===== config.mk =====
export PLATFORM = sky130hd
export DESIGN_NAME = alu_md_control
export DESIGN_NICKNAME = d
export VERILOG_FILES = /design/src/rtl/alu_md_pkg.sv /design/src/rtl/alu_md_control_core.sv /design/src/rtl/alu_md_control.sv
export SDC_FILE = /design/constraint.sdc
export NUM_CORES = 1
export LEC_CHECK = 0
export CAP_MARGIN = 15
export CELL_PAD_IN_SITES_DETAIL_PLACEMENT = 1
export CELL_PAD_IN_SITES_GLOBAL_PLACEMENT = 2
export CORE_ASPECT_RATIO = 0.7
export CORE_MARGIN = 3
export CORE_UTILIZATION = 38
export DETAILED_ROUTE_END_ITERATION = 8
export GPL_ROUTABILITY_DRIVEN = 1
export GPL_TIMING_DRIVEN = 0
export PLACE_DENSITY = 0.91
export SYNTH_ARGS = -nofsm -noshare
export SYNTH_HDL_FRONTEND = slang
export SYNTH_SLANG_ARGS = --single-unit

===== constraint.sdc =====
create_clock -name clk -period 6.85 [get_ports clk]
set_clock_uncertainty 0.1 [all_clocks]
set_input_delay 1.37 -clock clk [delete_from_list [all_inputs] [get_ports clk]]
set_output_delay 1.37 -clock clk [all_outputs]
set_load 0.01 [all_outputs]

===== src/rtl/alu_md_pkg.sv =====
// Shared constants for the MIPS EX-stage ALU control and multiply/divide unit:
// opcode classes, funct codes, ALU operation codes, result-mux selects, sequencer states.
package alu_md_pkg;

    localparam int ALUOP_ADDI  = 1;
    localparam int ALUOP_ANDI  = 2;
    localparam int ALUOP_ORI   = 3;
    localparam int ALUOP_LUI   = 4;
    localparam int ALUOP_LW    = 5;
    localparam int ALUOP_SW    = 6;
    localparam int ALUOP_RTYPE = 7;
    localparam int ALUOP_BNE   = 8;

    localparam logic [5:0] F_SLL   = 6'b000000;
    localparam logic [5:0] F_SRL   = 6'b000010;
    localparam logic [5:0] F_MFHI  = 6'b010000;
    localparam logic [5:0] F_MFLO  = 6'b010010;
    localparam logic [5:0] F_MULT  = 6'b011000;
    localparam logic [5:0] F_MULTU = 6'b011001;
    localparam logic [5:0] F_DIV   = 6'b011010;
    localparam logic [5:0] F_DIVU  = 6'b011011;
    localparam logic [5:0] F_ADD   = 6'b100000;
    localparam logic [5:0] F_AND   = 6'b100100;
    localparam logic [5:0] F_OR    = 6'b100101;
    localparam logic [5:0] F_NOR   = 6'b100111;

    localparam logic [3:0] ALU_SLL  = 4'b0000;
    localparam logic [3:0] ALU_SRL  = 4'b0001;
    localparam logic [3:0] ALU_LUI  = 4'b0010;
    localparam logic [3:0] ALU_ADD  = 4'b0011;
    localparam logic [3:0] ALU_BNE  = 4'b0100;
    localparam logic [3:0] ALU_AND  = 4'b0101;
    localparam logic [3:0] ALU_NOR  = 4'b0111;
    localparam logic [3:0] ALU_OR   = 4'b1000;
    localparam logic [3:0] ALU_NONE = 4'b1001;

    localparam logic [1:0] HILO_ALU = 2'b00;
    localparam logic [1:0] HILO_HI  = 2'b01;
    localparam logic [1:0] HILO_LO  = 2'b10;

    typedef enum logic [1:0] {
        MD_IDLE = 2'd0,
        MD_RUN  = 2'd1,
        MD_FIX  = 2'd2
    } md_state_e;

    function automatic logic is_md_funct(input logic [5:0] f);
        return (f == F_MULT) || (f == F_MULTU) || (f == F_DIV) || (f == F_DIVU);
    endfunction

endpackage


===== src/rtl/alu_md_control_core.sv =====
// Iterative multiply/divide datapath: shift-add multiply, restoring divide,
// sign correction and the architectural HI/LO registers.
module md_iter_core #(
    parameter int W = 32
) (
    input  logic         clk,
    input  logic         reset,
    input  logic         start_i,
    input  logic         run_i,
    input  logic         fix_i,
    input  logic         op_div_i,
    input  logic         op_signed_i,
    input  logic [W-1:0] rs_i,
    input  logic [W-1:0] rt_i,
    output logic         last_o,
    output logic         done_o,
    output logic [W-1:0] hi_o,
    output logic [W-1:0] lo_o
);

    localparam int CW = $clog2(W) + 1;

    logic [2*W-1:0] acc_q;
    logic [W-1:0]   opnd_q;
    logic [W-1:0]   rs_q;
    logic           div_q;
    logic           neg_a_q;
    logic           neg_r_q;
    logic [CW-1:0]  cnt_q;
    logic [W-1:0]   hi_q;
    logic [W-1:0]   lo_q;

    logic           rs_neg;
    logic           rt_neg;
    logic [W-1:0]   rs_mag;
    logic [W-1:0]   rt_mag;
    logic [W:0]     mul_sum;
    logic [2*W-1:0] mul_next;
    logic [W:0]     div_shift;
    logic [W:0]     div_diff;
    logic [2*W-1:0] div_next;
    logic [2*W-1:0] prod_fix;
    logic [W-1:0]   quo_fix;
    logic [W-1:0]   rem_fix;
    logic [W-1:0]   hi_d;
    logic [W-1:0]   lo_d;

    always_comb begin
        rs_neg = op_signed_i & rs_i[W-1];
        rt_neg = op_signed_i & rt_i[W-1];
        rs_mag = rs_neg ? (-rs_i) : rs_i;
        rt_mag = rt_neg ? (-rt_i) : rt_i;

        // Multiply: acc = {partial product, remaining multiplier bits}.
        mul_sum  = {1'b0, acc_q[2*W-1:W]} + (acc_q[0] ? {1'b0, opnd_q} : '0);
        mul_next = {mul_sum, acc_q[W-1:1]};

        // Divide: acc = {partial remainder, dividend bits shifting into quotient}.
        div_shift = {acc_q[2*W-1:W], acc_q[W-1]};
        div_diff  = div_shift - {1'b0, opnd_q};
        if (div_diff[W]) begin
            div_next = {div_shift[W-1:0], acc_q[W-2:0], 1'b0};
        end else begin
            div_next = {div_diff[W-1:0], acc_q[W-2:0], 1'b1};
        end

        prod_fix = neg_a_q ? (-acc_q) : acc_q;
        quo_fix  = neg_a_q ? (-acc_q[W-1:0]) : acc_q[W-1:0];
        rem_fix  = neg_r_q ? (-acc_q[2*W-1:W]) : acc_q[2*W-1:W];

        if (!div_q) begin
            hi_d = prod_fix[2*W-1:W];
            lo_d = prod_fix[W-1:0];
        end else if (opnd_q == '0) begin
            hi_d = rs_q;
            lo_d = '1;
        end else begin
            hi_d = rem_fix;
            lo_d = quo_fix;
        end
    end

    always_ff @(posedge clk) begin
        if (reset) begin
            acc_q   <= '0;
            opnd_q  <= '0;
            rs_q    <= '0;
            div_q   <= 1'b0;
            neg_a_q <= 1'b0;
            neg_r_q <= 1'b0;
            cnt_q   <= '0;
            hi_q    <= '0;
            lo_q    <= '0;
        end else begin
            if (start_i) begin
                acc_q   <= op_div_i ? {{W{1'b0}}, rs_mag} : {{W{1'b0}}, rt_mag};
                opnd_q  <= op_div_i ? rt_mag : rs_mag;
                rs_q    <= rs_i;
                div_q   <= op_div_i;
                neg_a_q <= rs_neg ^ rt_neg;
                neg_r_q <= rs_neg;
                cnt_q   <= '0;
            end else if (run_i) begin
                acc_q <= div_q ? div_next : mul_next;
                cnt_q <= cnt_q + CW'(1);
            end
            if (fix_i) begin
                hi_q <= hi_d;
                lo_q <= lo_d;
            end
        end
    end

    assign last_o = (cnt_q == CW'(W - 1));
    assign done_o = fix_i;
    assign hi_o   = hi_q;
    assign lo_o   = lo_q;

endmodule


===== src/rtl/alu_md_control.sv =====
// EX-stage ALU control: funct/ALUOp decode, HI/LO read-out mux, stall generation
// and the IDLE/RUN/FIX sequencer driving the iterative multiply/divide core.
module alu_md_control
    import alu_md_pkg::*;
#(
    parameter int DATA_WIDTH  = 32,
    parameter int ALUOP_WIDTH = 5
) (
    input  logic                   clk,
    input  logic                   reset,
    input  logic                   issue,
    input  logic [ALUOP_WIDTH-1:0] ALUOp,
    input  logic [5:0]             ALUFunction,
    input  logic [DATA_WIDTH-1:0]  rs_data,
    input  logic [DATA_WIDTH-1:0]  rt_data,
    output logic [3:0]             ALUOperation,
    output logic [1:0]             hilo_sel,
    output logic [DATA_WIDTH-1:0]  hilo_data,
    output logic                   stall,
    output logic                   busy,
    output logic                   md_done,
    output logic [1:0]             dbg_state
);

    md_state_e state_q, state_d;

    logic                  is_rtype;
    logic                  is_md;
    logic                  is_mf;
    logic                  start;
    logic                  run;
    logic                  fix;
    logic                  core_last;
    logic [DATA_WIDTH-1:0] hi;
    logic [DATA_WIDTH-1:0] lo;

    assign is_rtype = (ALUOp == ALUOP_WIDTH'(ALUOP_RTYPE));
    assign is_md    = is_rtype && is_md_funct(ALUFunction);
    assign is_mf    = is_rtype && ((ALUFunction == F_MFHI) || (ALUFunction == F_MFLO));

    always_comb begin
        ALUOperation = ALU_NONE;
        if (is_rtype) begin
            case (ALUFunction)
                F_ADD:   ALUOperation = ALU_ADD;
                F_AND:   ALUOperation = ALU_AND;
                F_NOR:   ALUOperation = ALU_NOR;
                F_OR:    ALUOperation = ALU_OR;
                F_SLL:   ALUOperation = ALU_SLL;
                F_SRL:   ALUOperation = ALU_SRL;
                default: ALUOperation = ALU_NONE;
            endcase
        end else begin
            case (ALUOp)
                ALUOP_WIDTH'(ALUOP_ADDI): ALUOperation = ALU_ADD;
                ALUOP_WIDTH'(ALUOP_ANDI): ALUOperation = ALU_AND;
                ALUOP_WIDTH'(ALUOP_ORI):  ALUOperation = ALU_OR;
                ALUOP_WIDTH'(ALUOP_LUI):  ALUOperation = ALU_LUI;
                ALUOP_WIDTH'(ALUOP_LW):   ALUOperation = ALU_ADD;
                ALUOP_WIDTH'(ALUOP_SW):   ALUOperation = ALU_ADD;
                ALUOP_WIDTH'(ALUOP_BNE):  ALUOperation = ALU_BNE;
                default:                  ALUOperation = ALU_NONE;
            endcase
        end
    end

    always_comb begin
        hilo_sel  = HILO_ALU;
        hilo_data = '0;
        if (is_rtype && (ALUFunction == F_MFHI)) begin
            hilo_sel  = HILO_HI;
            hilo_data = hi;
        end else if (is_rtype && (ALUFunction == F_MFLO)) begin
            hilo_sel  = HILO_LO;
            hilo_data = lo;
        end
    end

    assign busy      = (state_q != MD_IDLE);
    assign stall     = busy & issue & (is_md | is_mf);
    assign dbg_state = state_q;

    always_ff @(posedge clk) begin
        if (reset) begin
            state_q <= MD_IDLE;
        end else begin
            state_q <= state_d;
        end
    end

    always_comb begin
        state_d = state_q;
        start   = 1'b0;
        run     = 1'b0;
        fix     = 1'b0;
        case (state_q)
            MD_IDLE: begin
                if (issue && is_md) begin
                    start   = 1'b1;
                    state_d = MD_RUN;
                end
            end
            MD_RUN: begin
                run = 1'b1;
                if (core_last) begin
                    state_d = MD_FIX;
                end
            end
            MD_FIX: begin
                fix     = 1'b1;
                state_d = MD_IDLE;
            end
            default: state_d = MD_IDLE;
        endcase
    end

    // funct bit 1 selects divide, bit 0 selects the unsigned variant.
    md_iter_core #(
        .W (DATA_WIDTH)
    ) u_core (
        .clk         (clk),
        .reset       (reset),
        .start_i     (start),
        .run_i       (run),
        .fix_i       (fix),
        .op_div_i    (ALUFunction[1]),
        .op_signed_i (~ALUFunction[0]),
        .rs_i        (rs_data),
        .rt_i        (rt_data),
        .last_o      (core_last),
        .done_o      (md_done),
        .hi_o        (hi),
        .lo_o        (lo)
    );

endmodule


==> results.toml <==
[synth]
yosysTopAreaCell = "dfxtp_1"
synth_ff_type = "dfxtp_1"
avgSynthCellArea_um2 = 7.16
synth.most_common_cell = "nand2_1"
async_flop_share_pct = 0
synthTopCellsByCount = "nand2_1 (301), nor2_1 (268), a21oi_1 (214)"
yosys.area.top_type_share_pct = 24.1
yosys_warnings = 0
synth_seq_cells = 203
synth_enable_flop_cells = 0
synth_cell_types = 73
ys_seq_area_share_pct = 24.1
synth_fp_nets = 2500
synth_area_mm2 = 0.0168
synthTopCellsByArea = "dfxtp_1 (24%), nand2_1 (6.7%), a21oi_1 (6.4%)"
synth_cells = 2351

[power_and_ir_drop]
power.density_mw_per_mm2 = 147
p_int_uw = 2110
power.switching_uw = 772
p_leak_uw = 0.00709
clkPwrFrac_pct = 48.6
ir_drop_mv = 0.160
power_frac_comb_pct = 10.4
switching_share_pct = 26.8
seqPwrFrac_pct = 41.0

[sta]
setup_violations = 0
rsz0062_at_grt = "no"
max_freq_mhz = 164
min_period_ns = 6.09
finalHoldViolations = 0
worstMarginPinSlew_ns = 1.28
setup_tns_ns = 0
final_max_slew_viol_count = 0
relSlewSlack_pct = 13.8
holdWs_ns = 0.355
min_period_over_period_pct = 89.0

[cts]
ctsHoldBuffers = 0
ctsHtreeMaxLevel = 1
clock_path_buffers = 3
cts.reportedPaths.clkPinSlew_ns = 0.06
cts_buffers = 24
clock_latency_ns = 0.55
post-cts-setup-buffers = 0
cts-resized-gates = 0
cts.sinks = 203
cts_tree = "built"
root_buffer = "clkbuf_16"

[floorplanning]
io_pins = 121
die_x_um = 258
fp.dieH_um = 182
die_area_mm2 = 0.0469
coreArea_mm2 = 0.0430
rows = 63
start_util_pct = 39.1

[route]
post_drt_via_cell_ratio = 6.35
vias = 19700
drc = 0
wire_per_inst_um = 27.4
drtIter0Drc = 2578
drtPass1Iterations = 5
wl_mm = 84.9
drtAntennaViolNets = 0

[final_layout]
syn_to_final_growth_pct = 16.4
final_cell_count_no_fill = 3098
layout.nets = 2646
layout-drive-gt1-share_pct = 2.67
fillCellCount = 5514
n_antenna_cell = 0

[worst_setup_path]
critPathSlowestCell = "clkbuf_1"
crit_path_cell_trace = "clkdlybuf4s50_1 -> clkbuf_1 -> clkbuf_1 -> clkbuf_1 -> mux2i_1 -> nor2_1 -> clkdlybuf4s50_1"
path_buf_inv = 5
startpoint_type = "input port"
crit_fanout = 10
required_ns = 5.38
endpoint_kind = "output port"
crit_arrival_ns = 4.62
cpLargestDelayFamily = "buffers and inverters"
slowest_delay_ns = 0.70
crit_top_cell = "clkbuf_1"
critPathKind = "in -> out"

[placed_design]
dp_cells = 3056
gp_congestion = 1.08
hpwl_mm = 69.7
port_buffers = 118

[global_routing]
grt_pass1_vias = 19200
grt_max_degree = 13
grt_usage_pct = 34.9
grt_pass1_wl_mm = 124
grt-ovfl-total = 0
grt_antenna_before_repair = 5

[run]
maxCapViolCount = 0

[outcome]
status = "finished clean"

[min_path]
min_path_type = "reg -> reg"
-- sequential cells by signal (all words and copies together), names as in the netlist --
name and cells:
u_core.acc_q 64, u_core.hi_o 32, u_core.lo_o 32, u_core.opnd_q 32, u_core.rs_q 32, u_core.cnt_q 6, dbg_state 2, u_core.div_q 1
u_core.neg_a_q 1, u_core.neg_r_q 1
-- placed cells by master (no fill, tap or decap), types with 25 or more instances in the layout --
master	netlist	routed
a211oi_1	38	38
nor4_1	27	27
xnor2_1	108	108
dfxtp_1	203	203
clkbuf_16	0	25
a21oi_1	214	214
mux2i_1	91	91
clkbuf_1	158	163
nor3_1	49	48
o211ai_1	74	74
nand3_1	35	35
xor2_1	85	85
inv_1	66	66
ha_1	69	69
a21o_1	25	25
o31ai_1	30	30
nand2_1	301	301
nor2_1	268	268
clkdlybuf4s50_1	0	118
o21ai_0	157	157
-- cell type report --
| type | instances | area [um2] | area share, % |
|---|---|---|---|
| clock buffer | 34 | 699 | 3.57 |
| inverter | 69 | 259 | 1.32 |
| buffer | 177 | 689 | 3.52 |
| timing repair buffer | 120 | 1200 | 6.11 |
| tap | 585 | 732 | 3.73 |
| multi-input combinational | 1902 | 11800 | 60.4 |
| clock inverter | 8 | 124 | 0.632 |
| sequential | 203 | 4060 | 20.7 |
-- metal layers --
layer	global-route usage (%)	up-vias	share of wire, %
li1	-	8745	-
met1	51.4	9768	46
met2	49.4	1025	39
met3	10.1	134	12
met4	8.56	8	2.7
met5	0	-	0.067
-- stage by stage --
stage	utilization, %	total power, uW	instance area (um2)	setup slack, ns
finish	45.5	2880	19600	0.756
global route	45.5	2950	19600	0.674
CTS	45.5	2870	19600	0.856
detailed placement	43.6	1500	18800	0.860
global placement	43.6	1490	18800	0.390
floorplan	-	1350	16800	2.66
-- worst reg2reg max path: cells and delay by family (launching register included) --
family                   cells  cell delay, ns
flip-flops                   1            0.50
AO/OA/AOI/OAI                5            1.64
buffers and inverters        2            0.84
adder cells (fa/ha/maj)      2            0.67
multiplexers                 2            1.33
AND/OR/NAND/NOR              2            0.76
-- kinds of logic after synthesis --
family	count (synthesis)	synth area share, %
muxes	95	5.68
buffers and inverters	246	5.63
xor gates and xnor gates	193	10.0
and+or+nand+nor	816	21.6
AOI/OAI and AO/OA	727	27.6
adders and majority gates	71	5.36
DFF	203	24.1
-- power groups by stage --
stage | Clock, uW | Combinational (uW) | Sequential [uW]
finish | 1400 | 299 | 1180
global route | 1450 | 315 | 1180
CTS | 1400 | 290 | 1180
detailed placement | 0 | 289 | 1210
global placement | 0 | 283 | 1210
floorplan | 0 | 146 | 1210
-- worst paths after layout --
check             slack, ns        startpoint               end  cells after the start
setup / recovery       0.76    ALUFunction[1]      hilo_data[1]                      7
hold / removal         0.35   u_core.rs_q[24]   u_core.rs_q[24]                      2
setup reg to reg       0.88  u_core.acc_q[31]  u_core.acc_q[42]                     13
hold reg to reg        0.35   u_core.rs_q[24]   u_core.rs_q[24]                      2
Note: power is estimated with default switching activity, not from simulation.
